**src/rtl/color_sensor_pkg.sv**
```systemverilog
// Shared definitions for the colour-recognition path: sensor filter codes,
// sampler FSM states and the class codes produced by the downstream classifier.
package color_sensor_pkg;

   localparam logic [1:0] FILT_RED   = 2'b00;
   localparam logic [1:0] FILT_BLUE  = 2'b01;
   localparam logic [1:0] FILT_CLEAR = 2'b10;
   localparam logic [1:0] FILT_GREEN = 2'b11;

   typedef enum logic [2:0] {
      ST_IDLE,
      ST_SETTLE_R,
      ST_GATE_R,
      ST_SETTLE_G,
      ST_GATE_G,
      ST_SETTLE_B,
      ST_GATE_B,
      ST_DONE
   } sampler_state_t;

   typedef enum logic [2:0] {
      CLASS_WHITE  = 3'd0,
      CLASS_ORANGE = 3'd1,
      CLASS_GREEN  = 3'd2,
      CLASS_RED    = 3'd3,
      CLASS_BLUE   = 3'd4,
      CLASS_YELLOW = 3'd5
   } color_class_t;

   function automatic logic is_gate(sampler_state_t st);
      return st inside {ST_GATE_R, ST_GATE_G, ST_GATE_B};
   endfunction

   function automatic logic is_settle(sampler_state_t st);
      return st inside {ST_SETTLE_R, ST_SETTLE_G, ST_SETTLE_B};
   endfunction

   // Filter that must be selected while the given state is active.
   function automatic logic [1:0] filter_for(sampler_state_t st);
      case (st)
         ST_SETTLE_G, ST_GATE_G: return FILT_GREEN;
         ST_SETTLE_B, ST_GATE_B: return FILT_BLUE;
         default:                return FILT_RED;
      endcase
   endfunction

endpackage

```
**src/rtl/color_sampler_if.sv**
```systemverilog
// Bundle between the colour sampler, the light sensor pins and the classifier.
// master is the sampler side; slave is the sensor/classifier environment.
interface color_sampler_if;

   logic       start;
   logic       sensor_out;
   logic       s2;
   logic       s3;
   logic [7:0] red;
   logic [7:0] green;
   logic [7:0] blue;
   logic       valid;
   logic       busy;

   modport master (
      input  start, sensor_out,
      output s2, s3, red, green, blue, valid, busy
   );

   modport slave (
      output start, sensor_out,
      input  s2, s3, red, green, blue, valid, busy
   );

endinterface

```
**src/rtl/sync_edge_detect.sv**
```systemverilog
// Two-flop synchroniser for an asynchronous input followed by a one-cycle
// rising-edge pulse generator.
module sync_edge_detect (
   input  logic clock,
   input  logic reset_n,
   input  logic async_in,
   output logic rise
);

   logic [2:0] sync_q;

   always_ff @(posedge clock) begin
      if (!reset_n) begin
         sync_q <= '0;
      end else begin
         sync_q <= {sync_q[1:0], async_in};
      end
   end

   assign rise = sync_q[1] & ~sync_q[2];

endmodule

```
**src/rtl/color_sampler.sv**
```systemverilog
// Drives the TCS3200 filter selects and counts sensor edges through red,
// green and blue in turn, publishing a saturated 8-bit triple with a valid strobe.
module color_sampler
   import color_sensor_pkg::*;
#(
   parameter int GATE_CYCLES   = 650000,
   parameter int SETTLE_CYCLES = 6500,
   parameter int RAW_W         = 16,
   parameter int SHIFT         = 4
) (
   input  logic      clock,
   input  logic      reset_n,
   color_sampler_if.master bus
);

   localparam int MAX_CYCLES = (GATE_CYCLES > SETTLE_CYCLES) ? GATE_CYCLES : SETTLE_CYCLES;
   localparam int CNT_W      = $clog2(MAX_CYCLES + 1);

   sampler_state_t   state;
   sampler_state_t   next_state;
   logic [CNT_W-1:0] cnt;
   logic [RAW_W-1:0] raw;
   logic [RAW_W-1:0] raw_inc;
   logic [RAW_W-1:0] shifted;
   logic [7:0]       scaled_now;
   logic [7:0]       shadow_r;
   logic [7:0]       shadow_g;
   logic [7:0]       red_q;
   logic [7:0]       green_q;
   logic [7:0]       blue_q;
   logic [1:0]       filt;
   logic             edge_pulse;
   logic             phase_done;

   sync_edge_detect u_sync (
      .clock    (clock),
      .reset_n  (reset_n),
      .async_in (bus.sensor_out),
      .rise     (edge_pulse)
   );

   assign phase_done = (cnt == '0);

   always_comb begin
      next_state = state;
      unique case (state)
         ST_IDLE:     if (bus.start)  next_state = ST_SETTLE_R;
         ST_SETTLE_R: if (phase_done) next_state = ST_GATE_R;
         ST_GATE_R:   if (phase_done) next_state = ST_SETTLE_G;
         ST_SETTLE_G: if (phase_done) next_state = ST_GATE_G;
         ST_GATE_G:   if (phase_done) next_state = ST_SETTLE_B;
         ST_SETTLE_B: if (phase_done) next_state = ST_GATE_B;
         ST_GATE_B:   if (phase_done) next_state = ST_DONE;
         ST_DONE:                     next_state = ST_IDLE;
         default:                     next_state = ST_IDLE;
      endcase
   end

   // The count including this cycle's edge, so the last gate cycle is never lost.
   always_comb begin
      raw_inc = raw;
      if (edge_pulse && (raw != '1)) begin
         raw_inc = raw + 1'b1;
      end
      shifted    = raw_inc >> SHIFT;
      scaled_now = shifted[7:0];
      if ((shifted >> 8) != '0) begin
         scaled_now = 8'hFF;
      end
   end

   always_ff @(posedge clock) begin
      if (!reset_n) begin
         state    <= ST_IDLE;
         cnt      <= '0;
         raw      <= '0;
         filt     <= FILT_RED;
         shadow_r <= '0;
         shadow_g <= '0;
         red_q    <= '0;
         green_q  <= '0;
         blue_q   <= '0;
      end else begin
         state <= next_state;

         if (next_state != state) begin
            if (is_gate(next_state)) begin
               cnt <= CNT_W'(GATE_CYCLES - 1);
            end else begin
               cnt <= CNT_W'(SETTLE_CYCLES - 1);
            end
         end else if (cnt != '0) begin
            cnt <= cnt - 1'b1;
         end

         if (is_settle(next_state) && (next_state != state)) begin
            filt <= filter_for(next_state);
         end

         if (is_gate(next_state) && !is_gate(state)) begin
            raw <= '0;
         end else if (is_gate(state)) begin
            raw <= raw_inc;
         end

         // Blue goes straight to the output so all three update on the DONE edge.
         if (phase_done) begin
            case (state)
               ST_GATE_R: shadow_r <= scaled_now;
               ST_GATE_G: shadow_g <= scaled_now;
               ST_GATE_B: begin
                  red_q   <= shadow_r;
                  green_q <= shadow_g;
                  blue_q  <= scaled_now;
               end
               default: ;
            endcase
         end
      end
   end

   assign bus.s2    = filt[1];
   assign bus.s3    = filt[0];
   assign bus.red   = red_q;
   assign bus.green = green_q;
   assign bus.blue  = blue_q;
   assign bus.valid = (state == ST_DONE);
   assign bus.busy  = (state != ST_IDLE);

endmodule

```
**src/flat_wrapper.sv**
```systemverilog
// flat-port wrapper written by rule: the top's interface ports become plain ports
module color_sampler_flat import color_sensor_pkg::*;
#(
   parameter int GATE_CYCLES   = 650000,
   parameter int SETTLE_CYCLES = 6500,
   parameter int RAW_W         = 16,
   parameter int SHIFT         = 4
)
  (clock, reset_n, bus_start, bus_sensor_out, bus_s2, bus_s3, bus_red, bus_green, bus_blue, bus_valid, bus_busy);
  color_sampler_if bus_i ();
  input  logic clock;
  input  logic reset_n;
  input wire logic [$bits(bus_i.start)-1:0] bus_start;
  input wire logic [$bits(bus_i.sensor_out)-1:0] bus_sensor_out;
  output wire logic [$bits(bus_i.s2)-1:0] bus_s2;
  output wire logic [$bits(bus_i.s3)-1:0] bus_s3;
  output wire logic [$bits(bus_i.red)-1:0] bus_red;
  output wire logic [$bits(bus_i.green)-1:0] bus_green;
  output wire logic [$bits(bus_i.blue)-1:0] bus_blue;
  output wire logic [$bits(bus_i.valid)-1:0] bus_valid;
  output wire logic [$bits(bus_i.busy)-1:0] bus_busy;
  assign bus_i.start = bus_start;
  assign bus_i.sensor_out = bus_sensor_out;
  assign bus_s2 = bus_i.s2;
  assign bus_s3 = bus_i.s3;
  assign bus_red = bus_i.red;
  assign bus_green = bus_i.green;
  assign bus_blue = bus_i.blue;
  assign bus_valid = bus_i.valid;
  assign bus_busy = bus_i.busy;
  color_sampler #(.GATE_CYCLES(GATE_CYCLES), .SETTLE_CYCLES(SETTLE_CYCLES), .RAW_W(RAW_W), .SHIFT(SHIFT)) u_core (.clock(clock), .reset_n(reset_n), .bus(bus_i));
endmodule
```
**config.mk**
```make
export PLATFORM = sky130hd
export DESIGN_NAME = color_sampler_flat
export DESIGN_NICKNAME = d
export VERILOG_FILES = /design/src/rtl/color_sensor_pkg.sv /design/src/rtl/color_sampler_if.sv /design/src/rtl/sync_edge_detect.sv /design/src/rtl/color_sampler.sv /design/src/flat_wrapper.sv
export SDC_FILE = /design/constraint.sdc
export NUM_CORES = 1
export LEC_CHECK = 0
export BUFFER_PORTS_ARGS = -buffer_cell sky130_fd_sc_hd__buf_2
export CORE_MARGIN = 3
export CORE_UTILIZATION = 41
export CTS_CLUSTER_SIZE = 12
export DETAILED_ROUTE_END_ITERATION = 16
export SLEW_MARGIN = 10
export SYNTH_ARGS = -nofsm -noshare
export SYNTH_HDL_FRONTEND = slang
export SYNTH_SLANG_ARGS = --single-unit
export TNS_END_PERCENT = 10
```
**constraint.sdc**
```tcl
create_clock -name clock -period 4 [get_ports clock]
set_input_delay 0.8 -clock clock [delete_from_list [all_inputs] [get_ports clock]]
set_output_delay 0.8 -clock clock [all_outputs]
set_load 0.1 [all_outputs]
```
==> results.cfg <==
[timing]
final_max_slew_viol_count = 0
period_share = 0.7487
hold_viol_final = 0
max_freq_ghz = 0.3339
finalSetupViolCount = 0
timing.final.ws_setup_ns = 1.005
finClkSkew_ns = 0.01918
worst_pin_slew_ns = 1.000
rsz0062_at_grt = no
setup-tns-final_ns = 0
fin_crit_ns = 2.995
relSlewSlack = 0.3271
holdWs_ns = 0.4531

[run]
maxCapViolations = 0

[layout]
final_cell_mix = 84 x dfxtp_1, 53 x nand2_1, 43 x o21ai_0
drive_above_1_share = 0.1238
syn_to_final_growth_pct = 10.57
layout_commonest_cell = dfxtp_1
utilization = 0.4720
stdcell_count = 630
diodes = 0
nNetsFinal = 502

[worst_setup_path]
start_kind = flop
crit_path_end_kind = output pin
required_ns = 3.20
r2r_slack_ns = 1.04
timing.critical_path.fanout_max = 22
cp.arrival_ns = 2.19
critical_path_class = reg -> out

[clock_network]
clk_latency_ns = 0.38
hold_buffers = 0
cts_root_buf = clkbuf_8
cts_tree = yes
post_cts_resized = 0
clk_pin_slew_worst_paths_ns = 0.11
cts_buffers = 9
clockBufferDepth = 2
post_cts_buffers = 0
cts_sinks = 84
h-tree-depth = 3

[global_routing]
grt_antenna_before_repair = 0
grt_use_total = 0.1781
overflow = 0
grt_pass1_vias = 3162
grt_max_degree = 43
grt_pass1_wl_um = 16050

[logic_synthesis]
yosysSeqAreaShare = 0.4204
ys.flop_type = dfxtp_1
synthArstFlopShare = 0
syn_avg_cell_area_um2 = 8.316
netlist_instances = 481
ys_ff_latch = 84
synth_edf_count = 0
ys_types = 56
synth_warnings = 0
syn-num-nets = 487
syn-cell-area_mm2 = 0.004000

[placed_design]
dp.cells = 614
dp_hpwl_um = 6462
routabilityCongestion = 0.8056
io_buffers = 31
dpl_worst_slack_ns = 1.099

[floorplan]
start_util = 0.4268
io_pins = 32
placeableCoreArea_mm2 = 0.009371
die_area_mm2 = 0.01098
die_w_um = 104.8
die_h_um = 104.8
fp-row-count = 35

[run_status]
status = complete, no violations

[routing]
final_antenna_net_count = 0
via_count = 3544
drt_drc_violations_left = 0
drt_wl_total_um = 9635
drtIter0Drc = 151
routed_via_density = 5.625
routedWlPerCell_um = 15.29
drt_first_pass_iters = 5

[pwr]
vdd_drop_max_v = 0.0002703
p_leak_uw = 0.001587
powerDensity_mw_per_mm2 = 586.2

[min_path]
hold_class = reg -> reg
## per-stage QoR
stage / power [uW] / area, um2
2_1_floorplan: 1771 / 4000
3_5_place_dp: 1924 / 4205
3_3_place_gp: 1916 / 4205
5_1_grt: 2750 / 4423
6_report: 2593 / 4423
4_1_cts: 2597 / 4423
## per-layer routing
metal / routed length [um] / GRT usage / up-vias
met5: 0 / 0 / -
met1: 4681 / 0.2530 / 1647
met3: 516 / 0.03891 / 14
met2: 4263 / 0.2640 / 96
met4: 174 / 0.06654 / 0
li1: - / - / 1787
## worst max-delay path, cell delays in order, from the launching register on
cell,delay (ns)
dfxtp_1,0.87
inv_1,0.26
nor2_1,0.24
buf_2,0.46
## logic make-up after synthesis
group                      synth area share
AOI/OAI and AO/OA                    0.2243
xor gates and xnor gates            0.06131
adders and majority gates          0.006255
buffers and inverters               0.04003
DFF                                  0.4204
muxes                               0.01063
and+or+nand+nor                      0.2371
## final timing paths
check                                  startpoint                 end  cells after the start
worst max-delay path              u_core.state[0]           bus_valid                      3
worst min-delay path            u_core.bus.red[7]   u_core.bus.red[7]                      2
worst max register to register      u_core.cnt[9]  u_core.bus.blue[3]                      5
worst min register to register  u_core.bus.red[7]   u_core.bus.red[7]                      2
## synthesized netlist by cell type (all sizes together), types with 3 or more instances
| master | number | area [um2] |
|---|---|---|
| a211oi | 3 | 27.52 |
| a21oi | 37 | 185.2 |
| a31oi | 26 | 162.7 |
| and2 | 5 | 31.28 |
| and3 | 7 | 43.79 |
| buf | 10 | 57.55 |
| clkbuf | 20 | 76.32 |
| dfxtp | 84 | 1682 |
| inv | 6 | 22.52 |
| nand2 | 53 | 198.9 |
| nand2b | 5 | 31.28 |
| nand3 | 10 | 55.05 |
| nand4 | 7 | 43.79 |
| nor2 | 35 | 138.9 |
| nor3 | 15 | 91.34 |
| nor3b | 4 | 30.03 |
| nor4 | 10 | 83.83 |
| o211ai | 17 | 127.6 |
| o21a | 5 | 37.54 |
| o21ai | 45 | 225.2 |
| o22ai | 4 | 25.02 |
| o31a | 3 | 26.28 |
| or3 | 12 | 75.07 |
| or4 | 6 | 45.04 |
| xnor2 | 10 | 87.58 |
| xor2 | 18 | 157.7 |
## state kept, by name, summed over array words and instances (netlist names)
signal,count
u_core.filt,2
u_core.shadow_g,8
u_core.bus.green,8
u_core.bus.blue,8
u_core.shadow_r,8
u_core.cnt,20
u_core.u_sync.sync_q,3
u_core.bus.red,8
u_core.state,3
u_core.raw,16
## cell type report
class / count / area [um2]
clock buffers: 9 / 123.9
repair buffers: 34 / 177.7
flip-flops and latches: 84 / 1682
well taps: 129 / 161.4
clock inverters: 7 / 93.84
inverters: 7 / 26.28
multi-input cells: 360 / 2158
fillers: 957 / 4949
## power breakdown
group	leakage, uW	internal, uW	switching, uW
clock	0.000107	307	365
sequential	0.000681	924	112
combinational	0.000799	312	573
(Power assumes the default switching activity.)
